## config.mk

```make
export PLATFORM = sky130hd
export DESIGN_NAME = iu_divider
export DESIGN_NICKNAME = d
export VERILOG_FILES = /design/src/rtl/iu_divider.sv
export SDC_FILE = /design/constraint.sdc
export NUM_CORES = 1
export LEC_CHECK = 0
export ABC_AREA = 1
export CORE_ASPECT_RATIO = 0.9
export CORE_MARGIN = 1
export CORE_UTILIZATION = 50
export CTS_BUF_LIST = sky130_fd_sc_hd__clkbuf_8
export DETAILED_ROUTE_END_ITERATION = 10
export GPL_ROUTABILITY_DRIVEN = 0
export GPL_TIMING_DRIVEN = 0
export PLACE_DENSITY = 0.66
export SETUP_SLACK_MARGIN = 0.02
export SLEW_MARGIN = 10
export SYNTH_ARGS = -nofsm -noshare
export SYNTH_HDL_FRONTEND = slang
export SYNTH_SLANG_ARGS = --single-unit
export TNS_END_PERCENT = 30
```

## constraint.sdc

```tcl
create_clock -name clk -period 11.2 [get_ports clk]
set_input_delay 2.24 -clock clk [delete_from_list [all_inputs] [get_ports clk]]
set_output_delay 2.24 -clock clk [all_outputs]
set_load 0.05 [all_outputs]
```

## src/rtl/iu_divider.sv

```systemverilog
`timescale 1ns/1ps
// iu_divider: multi-cycle SPARC V8 integer divider (UDIV/SDIV/UDIVcc/SDIVcc).
// Divides the 64-bit dividend {y_in, a} by b with a radix-2 restoring loop
// that produces one quotient bit per cycle. Results saturate on overflow, and
// divide-by-zero is reported on div_zero.
// Optional feature macro: IUDIV_FASTPATH_EN. When it is defined, a zero
// dividend with a nonzero divisor finishes straight from PREP.
module iu_divider #(
    parameter int XLEN = 32
) (
    input  logic        clk,
    input  logic        rst,
    input  logic        start,
    input  logic [5:0]  op,
    input  logic [31:0] a,
    input  logic [31:0] y_in,
    input  logic [31:0] b,
    output logic        busy,
    output logic        done,
    output logic [31:0] rd,
    output logic [3:0]  flags,
    output logic        flags_we,
    output logic        div_zero
);

    localparam logic [5:0] OP_UDIV   = 6'b001110;
    localparam logic [5:0] OP_SDIV   = 6'b001111;
    localparam logic [5:0] OP_UDIVCC = 6'b011110;
    localparam logic [5:0] OP_SDIVCC = 6'b011111;
    localparam logic [4:0] CNT_LAST  = 5'(XLEN - 1);

    typedef enum logic [2:0] {
        S_IDLE = 3'd0,
        S_PREP = 3'd1,
        S_ITER = 3'd2,
        S_FIX  = 3'd3,
        S_DONE = 3'd4
    } state_t;

    // {N,Z,V,C} for a final quotient; C is always clear for divides.
    function automatic logic [3:0] calc_flags(input logic [31:0] v, input logic ovf);
        return {v[31], (v == 32'd0), ovf, 1'b0};
    endfunction

    // Saturated quotient reported on overflow.
    function automatic logic [31:0] sat_value(input logic is_signed, input logic neg);
        logic [31:0] v;
        if (!is_signed) begin
            v = 32'hFFFF_FFFF;
        end else if (neg) begin
            v = 32'h8000_0000;
        end else begin
            v = 32'h7FFF_FFFF;
        end
        return v;
    endfunction

    state_t      r_state;
    logic        r_busy;
    logic        r_done;
    logic [31:0] r_rd;
    logic [3:0]  r_flags;
    logic        r_flags_we;
    logic        r_div_zero;
    logic        r_signed;
    logic        r_cc;
    logic [31:0] r_a;
    logic [31:0] r_y;
    logic [31:0] r_b;
    logic        r_sign_q;
    logic [31:0] r_div;
    logic [31:0] r_rem;
    logic [31:0] r_q;
    logic [4:0]  r_cnt;

    logic        w_op_legal;
    logic [63:0] w_dividend;
    logic [63:0] w_dmag;
    logic [31:0] w_bmag;
    logic        w_sign_q;
    logic        w_prep_ovf;
    logic [31:0] w_prep_sat;
    logic        w_b_zero;
    logic [32:0] w_rem_sh;
    logic        w_qbit;
    logic [31:0] w_rem_next;
    logic        w_fix_ovf;
    logic [31:0] w_fix_val;
    logic [31:0] w_fix_rd;
`ifdef IUDIV_FASTPATH_EN
    logic        w_d_zero;
`endif

    // Accept only the four divide opcodes.
    always_comb begin
        case (op)
            OP_UDIV, OP_SDIV, OP_UDIVCC, OP_SDIVCC: w_op_legal = 1'b1;
            default:                                w_op_legal = 1'b0;
        endcase
    end

    // PREP: operand magnitudes, quotient sign and the early-overflow test.
    always_comb begin
        w_dividend = {r_y, r_a};
        if (r_signed && w_dividend[63]) begin
            w_dmag = 64'd0 - w_dividend;
        end else begin
            w_dmag = w_dividend;
        end
        if (r_signed && r_b[31]) begin
            w_bmag = 32'd0 - r_b;
        end else begin
            w_bmag = r_b;
        end
        w_sign_q   = r_signed & (r_y[31] ^ r_b[31]);
        // High magnitude word >= divisor means the quotient cannot fit in 32 bits.
        w_prep_ovf = (w_dmag[63:32] >= w_bmag);
        w_prep_sat = sat_value(r_signed, w_sign_q);
        w_b_zero   = (r_b == 32'd0);
`ifdef IUDIV_FASTPATH_EN
        w_d_zero   = (w_dividend == 64'd0);
`endif
    end

    // ITER: restoring step; the remainder stays below the divisor, so 32 stored bits plus the shifted-in bit suffice.
    always_comb begin
        w_rem_sh = {r_rem, r_q[31]};
        w_qbit   = (w_rem_sh >= {1'b0, r_div});
        if (w_qbit) begin
            w_rem_next = w_rem_sh[31:0] - r_div;
        end else begin
            w_rem_next = w_rem_sh[31:0];
        end
    end

    // FIX: apply the quotient sign and catch signed overflow of the magnitude.
    always_comb begin
        if (r_sign_q) begin
            w_fix_ovf = r_signed && (r_q > 32'h8000_0000);
            w_fix_val = 32'd0 - r_q;
        end else begin
            w_fix_ovf = r_signed && (r_q > 32'h7FFF_FFFF);
            w_fix_val = r_q;
        end
        if (w_fix_ovf) begin
            w_fix_rd = sat_value(r_signed, r_sign_q);
        end else begin
            w_fix_rd = w_fix_val;
        end
    end

    // Control FSM with registered outputs and datapath registers.
    always_ff @(posedge clk or posedge rst) begin
        if (rst) begin
            r_state    <= S_IDLE;
            r_busy     <= 1'b0;
            r_done     <= 1'b0;
            r_rd       <= 32'd0;
            r_flags    <= 4'd0;
            r_flags_we <= 1'b0;
            r_div_zero <= 1'b0;
            r_signed   <= 1'b0;
            r_cc       <= 1'b0;
            r_a        <= 32'd0;
            r_y        <= 32'd0;
            r_b        <= 32'd0;
            r_sign_q   <= 1'b0;
            r_div      <= 32'd0;
            r_rem      <= 32'd0;
            r_q        <= 32'd0;
            r_cnt      <= 5'd0;
        end else begin
            // The completion strobes last exactly one cycle.
            r_done     <= 1'b0;
            r_flags_we <= 1'b0;
            r_div_zero <= 1'b0;
            case (r_state)
                S_IDLE: begin
                    if (start && w_op_legal) begin
                        r_signed <= op[0];
                        r_cc     <= op[4];
                        r_a      <= a;
                        r_y      <= y_in;
                        r_b      <= b;
                        r_busy   <= 1'b1;
                        r_state  <= S_PREP;
                    end else begin
                        r_state  <= S_IDLE;
                    end
                end
                S_PREP: begin
                    r_sign_q <= w_sign_q;
                    r_div    <= w_bmag;
                    r_rem    <= w_dmag[63:32];
                    r_q      <= w_dmag[31:0];
                    r_cnt    <= 5'd0;
                    if (w_b_zero) begin
                        // Trap case: rd and flags keep their previous values.
                        r_div_zero <= 1'b1;
                        r_done     <= 1'b1;
                        r_busy     <= 1'b0;
                        r_state    <= S_DONE;
`ifdef IUDIV_FASTPATH_EN
                    end else if (w_d_zero) begin
                        r_rd       <= 32'd0;
                        r_flags    <= 4'b0100;
                        r_flags_we <= r_cc;
                        r_done     <= 1'b1;
                        r_busy     <= 1'b0;
                        r_state    <= S_DONE;
`endif
                    end else if (w_prep_ovf) begin
                        r_rd       <= w_prep_sat;
                        r_flags    <= calc_flags(w_prep_sat, 1'b1);
                        r_flags_we <= r_cc;
                        r_done     <= 1'b1;
                        r_busy     <= 1'b0;
                        r_state    <= S_DONE;
                    end else begin
                        r_state    <= S_ITER;
                    end
                end
                S_ITER: begin
                    r_rem <= w_rem_next;
                    r_q   <= {r_q[30:0], w_qbit};
                    r_cnt <= r_cnt + 5'd1;
                    if (r_cnt == CNT_LAST) begin
                        r_state <= S_FIX;
                    end else begin
                        r_state <= S_ITER;
                    end
                end
                S_FIX: begin
                    r_rd       <= w_fix_rd;
                    r_flags    <= calc_flags(w_fix_rd, w_fix_ovf);
                    r_flags_we <= r_cc;
                    r_done     <= 1'b1;
                    r_busy     <= 1'b0;
                    r_state    <= S_DONE;
                end
                S_DONE: begin
                    r_state <= S_IDLE;
                end
                default: begin
                    r_busy  <= 1'b0;
                    r_state <= S_IDLE;
                end
            endcase
        end
    end

    assign busy     = r_busy;
    assign done     = r_done;
    assign rd       = r_rd;
    assign flags    = r_flags;
    assign flags_we = r_flags_we;
    assign div_zero = r_div_zero;

endmodule
```

==> flow_metrics.py <==
metrics = {
    "status": {
        "status": "complete, no violations",
    },
    "die": {
        "row_count": 64,
        "core_area_um2": 34000,
        "initial_utilization_pct": 50.9,
        "die_w_um": 198,
        "ios": 145,
        "die-height_um": 179,
        "die_area_um2": 35400,
    },
    "logic_synthesis": {
        "synthArstFlopShare_pct": 100,
        "synth.net_count": 2708,
        "yosys-top-cells-area": "dfrtp_1, nand2_1, nor2_1",
        "ys_seq_elements": 241,
        "yosysTopAreaCell": "dfrtp_1",
        "avgSynthCellArea_um2": 6.84,
        "postSynthCellCount": 2532,
        "yosys_warnings": 0,
        "synth_cell_types": 53,
        "synth-edff-count": 0,
        "seq_area_frac_synth_pct": 34.8,
        "synth_top_area_share_pct": 34.8,
        "syn-cell-area_um2": 17300,
        "ys.flop_type": "dfrtp_1",
    },
    "hold_path": {
        "hold_class": "flip-flop to flip-flop",
    },
    "place": {
        "place.detailed.hpwl_mm": 47.9,
        "dp.cells": 3139,
        "port_buffers": 143,
        "placed_area_um2": 19400,
        "pre_cts_slack_ps": 6110,
    },
    "cts": {
        "clockBufferDepth": 3,
        "cts_tree": "built",
        "clock-sinks": 241,
        "cts_buffers": 44,
        "cts-resized-gates": 0,
        "cts-root-buf": "clkbuf_8",
        "insertion_delay_ps": 580,
        "clk_pin_slew_ps": 60,
        "cts_setup_buffers": 0,
        "cts_hold_buf": 0,
        "htree_levels": 2,
    },
    "timing": {
        "fin_crit_sh_pct": 40.7,
        "period_needed_ps": 4560,
        "tightest_slew_ps": 1070,
        "fmax_ghz": 0.219,
        "report.final.slew_viol_count": 0,
        "fin_ws_ps": 6640,
        "relSlewSlack_pct": 28.6,
        "skew_ps": 20.3,
        "finalHoldViolCount": 0,
        "rsz0062_at_grt": "false",
        "setup_violations": 0,
    },
    "grt": {
        "grt_usage_pct": 34.3,
        "grt_pass1_wl_mm": 92.4,
        "globalRouteOverflowTotal": 0,
        "grt_pass1_vias": 16200,
        "antenna_found_initial": 0,
        "grt_max_degree": 109,
    },
    "layout": {
        "diodes": 0,
        "final_cell_area_um2": 20200,
        "drive_above_1_share_pct": 6.36,
        "area_growth_pct": 16.9,
        "final_net_count": 2899,
        "final_cells": 3213,
    },
    "setup_path": {
        "crit_chain": "clkdlybuf4s50_1 > nand2_1 > nor3_1 > nand4_1 > clkbuf_1 > clkbuf_1 > nor2_1 > a21oi_1",
        "cp.required_ps": 11640,
        "startpoint_type": "input pin",
        "cp_slowest_stage_delay_ps": 610,
        "critPathKind": "input pin to flip-flop",
        "cp.arrival_ps": 5000,
        "crit_top_cell": "clkbuf_1",
        "end_kind": "flip-flop",
        "slowest_stage": "clkbuf_1",
        "cp_max_fo": 10,
    },
    "routing": {
        "vias": 17900,
        "ant_nets": 0,
        "wl_per_cell_um": 18.7,
        "viasPerCell": 5.58,
        "firstDrtPassIters": 6,
        "drt-initial-drc-count": 2073,
        "post-route-drc-count": 0,
        "wirelength_mm": 60.0,
    },
    "power_and_ir_drop": {
        "p_seq_share_pct": 23.5,
        "switchingPower_uw": 3580,
        "combinationalPowerShare_pct": 64.0,
        "power_frac_clock_pct": 12.6,
        "p_sw_share_pct": 53.9,
        "power_leakage_uw": 0.00970,
        "p_int_uw": 3070,
        "p_per_area_nw_per_um2": 328,
        "peakVddDrop_uv": 112,
    },
    "run": {
        "cap_violations": 0,
    },
}
cell type report:
class	instances	area, um^2
Sequential cell	241	6030
Tap cell	462	578
Clock inverter	18	83.8
Timing Repair Buffer	145	1490
Clock buffer	56	771
Inverter	311	1170
Fill cell	3263	13800
Buffer	86	409
Multi-Input combinational cell	1894	9710
cell families (layout without fill, tap and decap cells):
kind of cell    count (synthesis)  after routing  synth area share (%)
simple gates                 1298           1298                  31.8
mux                            11             11                 0.715
compound gates                413            413                  13.3
other cells                     1              1                0.0217
xor+xnor                      100            100                  5.06
fa+ha+maj                      71             71                  5.17
flops                         241            241                  34.8
buf+inv                       397            616                  9.10
metrics by stage:
step / hold WS [ps] / utilization [%] / TNS (ps) / total power [uW]
3_3_place_gp: 458 / 56.8 / -201090 / 5600
3_5_place_dp: 475 / 57.0 / 0 / 5670
5_1_grt: 507 / 59.5 / 0 / 7150
4_1_cts: 482 / 59.5 / 0 / 6530
6_report: 485 / 59.5 / 0 / 6650
2_1_floorplan: 440 / - / 0 / 4390
power groups by stage:
stage / Sequential [uW] / Clock, uW / Combinational, uW
2_1_floorplan: 1670 / 0 / 2720
3_3_place_gp: 1550 / 0 / 4050
3_5_place_dp: 1560 / 0 / 4110
4_1_cts: 1550 / 845 / 4140
5_1_grt: 1600 / 882 / 4660
6_report: 1560 / 836 / 4250
final timing paths:
path	from	to	slack [ps]	depth (start not counted)
max	op[3]	r_b[0]	6640	8
min	r_cnt[3]	r_cnt[3]	480	1
min reg2reg	r_cnt[3]	r_cnt[3]	480	1
max reg2reg	r_b[0]	rd[23]	6710	24
min in group asynchronous	rst	r_a[12]	2100	2
max in group asynchronous	rst	r_rem[3]	8160	3
layer usage:
metal	wire length (um)	global-route usage [%]	part of all wire (%)	vias up
met5	0	0	0	-
li1	-	-	-	8563
met2	23900	48.0	40	905
met3	6440	7.39	11	131
met4	1850	10.6	3.1	0
met1	27800	52.1	46	8316
worst max-delay path, delay by kind of cell:
| kind | cells | cell delay, ps |
|---|---|---|
| buf+inv | 3 | 1520 |
| compound gates | 1 | 50 |
| simple gates | 4 | 1180 |
cell usage after synthesis (3+ instances only):
| master | n |
|---|---|
| dfrtp_1 | 241 |
| mux2_2 | 11 |
| nand2_1 | 634 |
| a21oi_1 | 201 |
| nand2_2 | 11 |
| inv_1 | 297 |
| nor2_1 | 364 |
| nor4_2 | 3 |
| o21ai_2 | 4 |
| a31oi_1 | 5 |
| o21ai_1 | 17 |
| nand4_1 | 43 |
| buf_4 | 8 |
| nor2_4 | 3 |
| o21ai_0 | 119 |
| xnor2_1 | 14 |
| xor2_1 | 86 |
| and2_1 | 5 |
| buf_2 | 17 |
| ha_1 | 70 |
| o21bai_1 | 3 |
| inv_2 | 14 |
| nand4_2 | 3 |
| clkbuf_1 | 48 |
| a21boi_0 | 4 |
| or2_2 | 3 |
| nand3_1 | 151 |
| o21a_1 | 4 |
| a21o_1 | 4 |
| nor3_2 | 4 |
| o221ai_1 | 32 |
| nand3b_1 | 5 |
| buf_6 | 3 |
| nand3_2 | 4 |
| nor4_1 | 12 |
| nor2_2 | 13 |
| o211ai_1 | 12 |
| nor3_1 | 32 |
| buf_1 | 8 |
registers in the layout, indices dropped and copies added, names as in the netlist:
signal and count:
rd 31, r_q 32, r_sign_q 1, r_b 32, r_y 32, r_cc 1, div_zero 1, r_state 3
r_div 32, r_rem 32, busy 1, flags 3, flags_we 1, r_a 32, r_signed 1, done 1
r_cnt 5
layout by cell type, fill, tap and decap left out, types with 14 or more instances in the layout:
cell / Yosys / layout
nand2_1: 634 / 634
nor2_1: 364 / 364
inv_1: 297 / 305
dfrtp_1: 241 / 241
a21oi_1: 201 / 201
nand3_1: 151 / 151
clkdlybuf4s50_1: 0 / 143
o21ai_0: 119 / 119
xor2_1: 86 / 86
ha_1: 70 / 70
clkbuf_8: 0 / 56
clkbuf_1: 48 / 48
nand4_1: 43 / 43
nor3_1: 32 / 32
o221ai_1: 32 / 32
o21ai_1: 17 / 17
buf_2: 17 / 17
inv_2: 14 / 14
xnor2_1: 14 / 14
No activity file was read; power rests on OpenSTA's default activity.
